<file path="config.mk">
export PLATFORM = sky130hd
export DESIGN_NAME = genblk_cascade_fifo
export DESIGN_NICKNAME = d
export VERILOG_FILES = /design/src/rtl/genblk_pkg.sv /design/src/rtl/genblk_wrap_ctr.sv /design/src/rtl/genblk_cascade_fifo.sv
export SDC_FILE = /design/constraint.sdc
export NUM_CORES = 1
export LEC_CHECK = 0
export BUFFER_PORTS_ARGS = -buffer_cell sky130_fd_sc_hd__buf_2
export CAP_MARGIN = 0
export CORE_ASPECT_RATIO = 1.4
export CORE_MARGIN = 2
export CORE_UTILIZATION = 42
export DETAILED_ROUTE_END_ITERATION = 12
export GPL_ROUTABILITY_DRIVEN = 0
export GPL_TIMING_DRIVEN = 0
export MAX_ROUTING_LAYER = met4
export SYNTH_ARGS = -nofsm -noshare
export SYNTH_HDL_FRONTEND = slang
export SYNTH_HIERARCHICAL = 1
export SYNTH_SLANG_ARGS = --single-unit
</file>
<file path="constraint.sdc">
create_clock -name clk -period 3.8 [get_ports clk]
set_clock_uncertainty 0.1 [all_clocks]
set_input_delay 0.57 -clock clk [delete_from_list [all_inputs] [get_ports clk]]
set_output_delay 0.57 -clock clk [all_outputs]
set_load 0.005 [all_outputs]
</file>
<file path="src/rtl/genblk_pkg.sv">
// Shared definitions for the generate-cascade FIFO: depth lookup and counter width.
package genblk_pkg;

  localparam int CNT_W = 3;

  // Maps the elaboration-time select P to the number of storage entries.
  function automatic int depth_of(input int p);
    case (p)
      1:       return 2;
      2:       return 3;
      3:       return 5;
      default: return 7;
    endcase
  endfunction

endpackage

</file>
<file path="src/rtl/genblk_wrap_ctr.sv">
// Modulo-DEPTH pointer. Wraps explicitly at DEPTH-1 because depths 3, 5 and 7
// are not powers of two.
module genblk_wrap_ctr
  import genblk_pkg::*;
#(
  parameter int DEPTH = 2
) (
  input  logic             clk,
  input  logic             rst_n,
  input  logic             inc,
  output logic [CNT_W-1:0] value
);

  logic [CNT_W-1:0] r_value;

  // Advance on inc, returning to zero after the last entry.
  always_ff @(posedge clk) begin
    if (!rst_n)
      r_value <= '0;
    else if (inc)
      r_value <= (r_value == CNT_W'(DEPTH - 1)) ? '0 : r_value + CNT_W'(1);
  end

  assign value = r_value;

endmodule

</file>
<file path="src/rtl/genblk_cascade_fifo.sv">
// Synchronous FIFO whose storage lives in named generate blocks picked by P.
// A second cascade on P reaches that storage by hierarchical name for the
// write port, the read port and the $bits size report.
module genblk_cascade_fifo
  import genblk_pkg::*;
#(
  parameter int P     = 0,
  parameter int WIDTH = 8
) (
  input  logic             clk,
  input  logic             rst_n,
  input  logic             in_valid,
  output logic             in_ready,
  input  logic [WIDTH-1:0] in_data,
  output logic             out_valid,
  input  logic             out_ready,
  output logic [WIDTH-1:0] out_data,
  output logic [2:0]       count,
  output logic [31:0]      depth_bits
);

  localparam int DEPTH = depth_of(P);
  localparam int AW    = $clog2(DEPTH);

  logic [CNT_W-1:0] r_count;
  logic [CNT_W-1:0] w_wr_ptr;
  logic [CNT_W-1:0] w_rd_ptr;
  logic [AW-1:0]    w_wr_idx;
  logic [AW-1:0]    w_rd_idx;
  logic             w_push;
  logic             w_pop;
  logic [WIDTH-1:0] w_rd_data;
  logic             w_unused;

  assign in_ready  = (r_count != CNT_W'(DEPTH));
  assign out_valid = (r_count != '0);

  // Reset cycle suppresses both handshakes so nothing is written or consumed.
  assign w_push = in_valid  & in_ready  & rst_n;
  assign w_pop  = out_valid & out_ready & rst_n;

  // Pointers never exceed DEPTH-1, so only the low AW bits address storage.
  assign w_wr_idx = w_wr_ptr[AW-1:0];
  assign w_rd_idx = w_rd_ptr[AW-1:0];
  assign w_unused = &{1'b0, w_wr_ptr, w_rd_ptr};

  genblk_wrap_ctr #(.DEPTH(DEPTH)) u_wr_ptr (
    .clk   (clk),
    .rst_n (rst_n),
    .inc   (w_push),
    .value (w_wr_ptr)
  );

  genblk_wrap_ctr #(.DEPTH(DEPTH)) u_rd_ptr (
    .clk   (clk),
    .rst_n (rst_n),
    .inc   (w_pop),
    .value (w_rd_ptr)
  );

  // Storage: exactly one of these blocks exists after elaboration.
  if (P == 1) begin : blk1
    logic [WIDTH-1:0] mem [2];
  end else if (P == 2) begin : blk2
    logic [WIDTH-1:0] mem [3];
  end else if (P == 3) begin : blk3
    logic [WIDTH-1:0] mem [5];
  end else begin : blk4
    logic [WIDTH-1:0] mem [7];
  end

  // Access: mirrors the storage cascade and touches blkN.mem by name.
  if (P == 1) begin : acc1
    // Write the accepted word; storage is intentionally not reset.
    always_ff @(posedge clk) begin
      if (w_push) blk1.mem[w_wr_idx] <= in_data;
    end
    assign w_rd_data  = blk1.mem[w_rd_idx];
    assign depth_bits = 32'($bits(blk1.mem));
  end else if (P == 2) begin : acc2
    // Write the accepted word; storage is intentionally not reset.
    always_ff @(posedge clk) begin
      if (w_push) blk2.mem[w_wr_idx] <= in_data;
    end
    assign w_rd_data  = blk2.mem[w_rd_idx];
    assign depth_bits = 32'($bits(blk2.mem));
  end else if (P == 3) begin : acc3
    // Write the accepted word; storage is intentionally not reset.
    always_ff @(posedge clk) begin
      if (w_push) blk3.mem[w_wr_idx] <= in_data;
    end
    assign w_rd_data  = blk3.mem[w_rd_idx];
    assign depth_bits = 32'($bits(blk3.mem));
  end else begin : acc4
    // Write the accepted word; storage is intentionally not reset.
    always_ff @(posedge clk) begin
      if (w_push) blk4.mem[w_wr_idx] <= in_data;
    end
    assign w_rd_data  = blk4.mem[w_rd_idx];
    assign depth_bits = 32'($bits(blk4.mem));
  end

  // Occupancy: simultaneous push and pop cancel; never exceeds DEPTH.
  always_ff @(posedge clk) begin
    if (!rst_n)
      r_count <= '0;
    else
      r_count <= r_count + CNT_W'(w_push) - CNT_W'(w_pop);
  end

  assign count    = r_count;
  assign out_data = out_valid ? w_rd_data : '0;

endmodule

</file>
==> impl_metrics.tcl, run 1 <==
set metrics [dict create \
    grt_antenna_before_repair 0 \
    globalRouteOverflowTotal 0 \
    sw_frac_of_total_pct 25.2 \
    ctsResizeCount 0 \
    synth_area_um2 2910 \
    core_area_um2 6660 \
    timing.hold.worst.class "in2reg" \
    cp-end-kind "register" \
    synth.avg_cell_area_um2 14.8 \
    p_total_mw 1.68 \
    critPathBufInv 2 \
    final-setup-viol-count 0 \
    final-max-slew-violation-count 0 \
    critical_path_arrival_ps 2970 \
    std_cell_rows 35 \
    start_kind "register" \
    num_io_pins 57 \
    post_route_cells_drive_above_1_share_pct 30.6 \
    static-leakage-power_nw 1.36 \
    synthesis.yosys.warnings 6 \
    synthDistinctLibCells 35 \
    numCtsBuffers 9 \
    crit_path_max_fanout 10 \
    fmax_mhz 353 \
    flip_flop_and_latch_count_after_synthesis 65 \
    switchingPower_mw 0.423 \
    starting_utilization_of_the_core_area_pct 43.7 \
    timing.final.crit_share_pct 74.7 \
    clkLatencyLatePin_ps 330 \
    grt_pass1_wl_um 8200 \
    antenna_cells 0 \
    wire_per_inst_um 14.7 \
    clockPowerShare_pct 31.8 \
    post-cts-setup-buffers 0 \
    synth_top_cells_by_count "edfxtp_1 (56), buf_4 (33), a21oi_1 (10)" \
    fin_ws_ps 963 \
    power.share.combinational_pct 19.6 \
    placed_cell_area_um2 3280 \
    yosysTopAreaCell "edfxtp_1" \
    finalHoldViolations 0 \
    final_area_um2 3470 \
    critical_path.cell_chain "or3_1 -> clkbuf_1 -> and3_1 -> ha_1 -> inv_1 -> ha_1 -> fa_1 -> xnor2_1 -> xnor2_1 -> and2_1" \
    wl_um 5290 \
    route.detailed.drc 0 \
    grt_max_degree 13 \
    critical_path.slowest_cell "fa_1" \
    grt_pass1_vias 1600 \
    globalRouteTotalUtil_pct 15.9 \
    buffer_ports.inserted 24 \
    number_of_enable_flip_flop_cells_after_synthesis 56 \
    die_h_um 102 \
    cts.reportedPaths.clkPinSlew_ps 70 \
    dr.first_iter.drc_count 71 \
    ys_dominant_reg_cell "edfxtp_1" \
    timing_worst_setup_path_type "reg2reg" \
    pre_cts_ws_ps 961 \
    via_count 1671 \
    ctsLongestPathBuffers 2 \
    setup_tns_ps 0 \
    clock-sinks 65 \
    cts_hold_buf 0 \
    final_period_minus_worst_setup_slack_ps 2840 \
    num-nets-final 279 \
    run_status "finished clean" \
    power_density_nw_per_um2 483 \
    htree_levels 3 \
    ctsRootBufferMaster "clkbuf_8" \
    via_per_inst 4.64 \
    timing.slew.headroom_pct 38.1 \
    synthDominantCellAreaShare_pct 57.9 \
    seq_area_frac_synth_pct 64.1 \
    die_area_um2 7610 \
    final_antenna_net_count 0 \
    p_int_mw 1.25 \
    synth.most_common_cell "edfxtp_1" \
    cap_violations 0 \
    synth_async_sr_flop_share_pct 0 \
    fin_util_pct 52.1 \
    unrepaired_setup_endpoints_after_global_routing "no" \
    timing.critical_path.max_delay_family "simple AND/OR/NAND/NOR gates" \
    fp.dieW_um 74.3 \
    synth_top_cells_by_area "edfxtp_1 (58%), buf_4 (8.5%), dfxtp_1 (6.2%)" \
    slowest_delay_ps 380 \
    worst_pin_slew_ps 924 \
    critPathRequiredTime_ps 3930 \
    p_seq_share_pct 48.6 \
    worst_vdd_rail_ir_drop_mv 0.288 \
    hpwl_um 3580 \
    cts_tree "done" \
    number_of_instances_in_the_synthesized_netlist 196 \
    firstDrtPassIters 4 \
    syn_to_final_growth_pct 19.3 \
]
## cells by family (layout without fill, tap and decap cells)
kind of cell	after synthesis	in the layout	synth area share [%]
AOI/OAI and AO/OA	32	32	6.97
xor gates and xnor gates	2	2	0.603
adders and majority gates	3	3	1.55
buffers and inverters	43	85	10.6
DFF	65	65	64.1
muxes	16	16	9.73
other	2	32	0.258
and+or+nand+nor	33	33	6.24
## metal layers
metal	track usage [%]	wire length, um
met3	2.96	219
met2	26.2	2830
met1	18.3	2120
met5	-	0
met4	8.38	116
## sequential cells by signal, summed over array words and instances (netlist names)
register        cells
blk4.mem           56
count               3
u_rd_ptr/value      3
u_wr_ptr/value      3
## layout make-up
type | count | area, um^2
fill | 622 | 3190
sequential | 65 | 1860
multi-input combinational | 118 | 866
buffer | 39 | 293
timing repair buffer | 27 | 143
clock buffer | 10 | 128
tap | 92 | 115
clock inverter | 5 | 47.5
inverter | 4 | 15.0
## power by group through the flow
stage          logic, mW  registers, mW  clock network [mW]
2_1_floorplan      0.211          0.830                   0
3_3_place_gp       0.329          0.830                   0
3_5_place_dp       0.334          0.831                   0
4_1_cts            0.335          0.816               0.544
5_1_grt            0.372          0.818               0.574
6_report           0.328          0.815               0.532
## path summary, 6_finish.rpt
| kind | start | endpoint | slack [ps] | cells after the start |
|---|---|---|---|---|
| setup reg to reg | count[1] | count[2] | 960 | 10 |
| hold / removal | in_data[5] | blk4.mem[5] | 390 | 1 |
| setup / recovery | count[1] | count[2] | 960 | 10 |
| hold reg to reg | u_rd_ptr/value[0] | u_rd_ptr/value[0] | 450 | 2 |
## placed cells by master (no fill, tap or decap), drive strengths merged, types with 2 or more instances in the layout
cell     count
buf         65
edfxtp      56
conb        32
clkbuf      11
a21oi       10
dfxtp        9
mux2i        8
a2bb2oi      8
mux4         8
o21ai        8
nand2        5
nand3        4
inv          4
nand2b       4
nor2         4
nor3         4
clkinv       4
and2         3
xnor2        2
ha           2
nand3b       2
a21boi       2
o211ai       2
and3b        2
a31oi        2
## through the flow
| stage | std cells | hold slack (ps) |
|---|---|---|
| 5_1_grt | 360 | 398 |
| 3_5_place_dp | 344 | 436 |
| 6_report | 360 | 395 |
| 2_1_floorplan | 226 | 405 |
| 4_1_cts | 359 | 385 |
| 3_3_place_gp | 342 | 431 |
Note: power is estimated with default switching activity, not from simulation.
==> inputs of run 2 (changes only) <==
- PLACE_DENSITY: default -> 0.66
- clock period: 3.8 -> 2.4 ns (I/O delays scaled with it)
==> run 2 against run 1 <==
Effect of this change: sequential cell count did not move; global-route usage fell by 0.45 points; largest power group unchanged; critical path type unchanged; clock power rose by 63%; sequential share of layout area fell by 1.4 points; critical path depth fell by 1; power rose by 66%; core utilization rose by 1.7 points; fmax rose by 22%; combinational power rose by 89%; worst setup slack got worse by 880 ps; non-clock buffer count rose by 2.
==> impl_metrics.tcl, run 2 (synthesized netlist as in run 1, its figures left out) <==
set metrics [dict create \
    critical_path.slowest_cell "or3_4" \
    fp.dieW_um 74.3 \
    grt_max_degree 13 \
    cp-end-kind "register" \
    num_io_pins 57 \
    power_density_nw_per_um2 778 \
    grt_pass1_wl_um 7800 \
    cts_hold_buf 0 \
    clock-sinks 65 \
    die_h_um 102 \
    globalRouteOverflowTotal 0 \
    ctsLongestPathBuffers 2 \
    num-nets-final 281 \
    fill_cells 568 \
    p_int_mw 2.07 \
    timing_worst_setup_path_type "reg2reg" \
    critPathRequiredTime_ps 2530 \
    unrepaired_setup_endpoints_after_global_routing "no" \
    layout.cells.most_common_list "edfxtp_1 (56), buf_4 (39), conb_1 (32), buf_2 (26), a21oi_1 (10)" \
    globalRouteTotalUtil_pct 15.5 \
    timing.hold.worst.class "in2reg" \
    starting_utilization_of_the_core_area_pct 43.7 \
    htree_levels 3 \
    grt_antenna_before_repair 0 \
    p_seq_share_pct 46.6 \
    timing.critical_path.mode_cell "ha_4" \
    clkLatencyLatePin_ps 340 \
    firstDrtPassIters 4 \
    clockPowerShare_pct 31.2 \
    placed_cell_area_um2 3320 \
    slowest_delay_ps 380 \
    final_antenna_net_count 0 \
    critical_path.reg2reg.startpoint "count[0]" \
    start_kind "register" \
    worst_vdd_rail_ir_drop_mv 0.525 \
    buffer_ports.inserted 24 \
    post_route_cells_drive_above_1_share_pct 37.6 \
    syn_to_final_growth_pct 23.3 \
    timing.slew.headroom_pct 40.4 \
    critPathBufInv 1 \
    worst_pin_slew_ps 891 \
    worst_hold_slack_ps 177 \
    timing.critical_path.max_delay_family "adder cells" \
    cap_violations 0 \
    crit_path_max_fanout 4 \
    critical_path_arrival_ps 2450 \
    die_area_um2 7610 \
    fmax_mhz 431 \
    route.detailed.drc 0 \
    final_area_um2 3580 \
    sw_frac_of_total_pct 25.7 \
    wire_per_inst_um 14.2 \
    pre_cts_ws_ps -226 \
    worstHoldStart "in_data[1]" \
    dr.first_iter.drc_count 104 \
    cts_tree "done" \
    final-setup-viol-count 0 \
    final_period_minus_worst_setup_slack_ps 2320 \
    grt_pass1_vias 1539 \
    largest_register "blk4.mem" \
    switchingPower_mw 0.717 \
    std_cell_rows 35 \
    hpwl_um 3380 \
    reg2reg_slack_ps 80 \
    finalHoldViolations 0 \
    critical_path.cell_chain "or3_4 -> and3_4 -> ha_4 -> inv_2 -> ha_4 -> fa_2 -> xnor2_2 -> xnor2_1 -> and2_1" \
    via_per_inst 4.60 \
    numCtsBuffers 9 \
    power.share.combinational_pct 22.2 \
    run_status "finished clean" \
    critical_path.startpoint "count[0]" \
    cts.reportedPaths.clkPinSlew_ps 70 \
    via_count 1671 \
    final-max-slew-violation-count 0 \
    timing.final.crit_share_pct 96.6 \
    core_area_um2 6660 \
    largest_register_ff_count 56 \
    ctsRootBufferMaster "clkbuf_8" \
    antenna_cells 0 \
    layout_commonest_cell "edfxtp_1" \
    static-leakage-power_nw 1.39 \
    fin_ws_ps 80.5 \
    wl_um 5170 \
]
-- run 2: per-layer routing --
metal  up-vias  GRT usage [%]  share of wire [%]
met5         -              -                  0
met4         0           8.24                2.7
met3        11           4.14                3.9
met2        47           25.7                 53
met1       794           16.7                 40
li1        819              -                  -
-- run 2: power groups by stage --
stage	sequential, mW	combinational (mW)	clock (mW)
detailed placement	1.32	0.588	0
floorplan	1.32	0.391	0
finish	1.30	0.619	0.869
global route	1.30	0.686	0.940
CTS	1.30	0.608	0.883
global placement	1.32	0.579	0
-- run 2: worst paths after layout --
check	end	cells after the start
worst min-delay path	blk4.mem[9]	1
worst max register to register	count[2]	9
worst min register to register	u_rd_ptr/value[0]	2
worst max-delay path	count[2]	9
-- run 2: timing repair --
action                                  in CTS  in global routing
pin swaps                                    2                  4
setup buffers                                1                  3
gates cloned                                 0                  0
endpoints found under the setup margin      20                 14
resized for setup                            4                 12
-- run 2: layout make-up --
class	count	area [um^2]	area share, %
multi-input cells	118	925	25.8
inverters	4	15.0	0.419
clock inverters	7	61.3	1.71
flip-flops and latches	65	1870	52.3
repair buffers	30	165	4.61
clock buffers	9	124	3.46
plain buffers	38	304	8.48
well taps	92	115	3.21
-- run 2: worst register-to-register path: stages (launching register included) --
cell     delay, ps
dfxtp_4        350
or3_4          380
and3_4         180
ha_4           250
inv_2           30
ha_4           150
fa_2           370
xnor2_2        150
xnor2_1        120
and2_1         140
-- run 2: metrics by stage --
stage	instances	power, mW	util [%]	setup TNS (ps)
5_1_grt	363	2.93	53.8	0
3_3_place_gp	342	1.90	49.7	-7030
6_report	363	2.79	53.8	0
4_1_cts	360	2.79	53.0	-241
2_1_floorplan	226	1.71	-	-13.9
3_5_place_dp	343	1.91	49.9	-4450
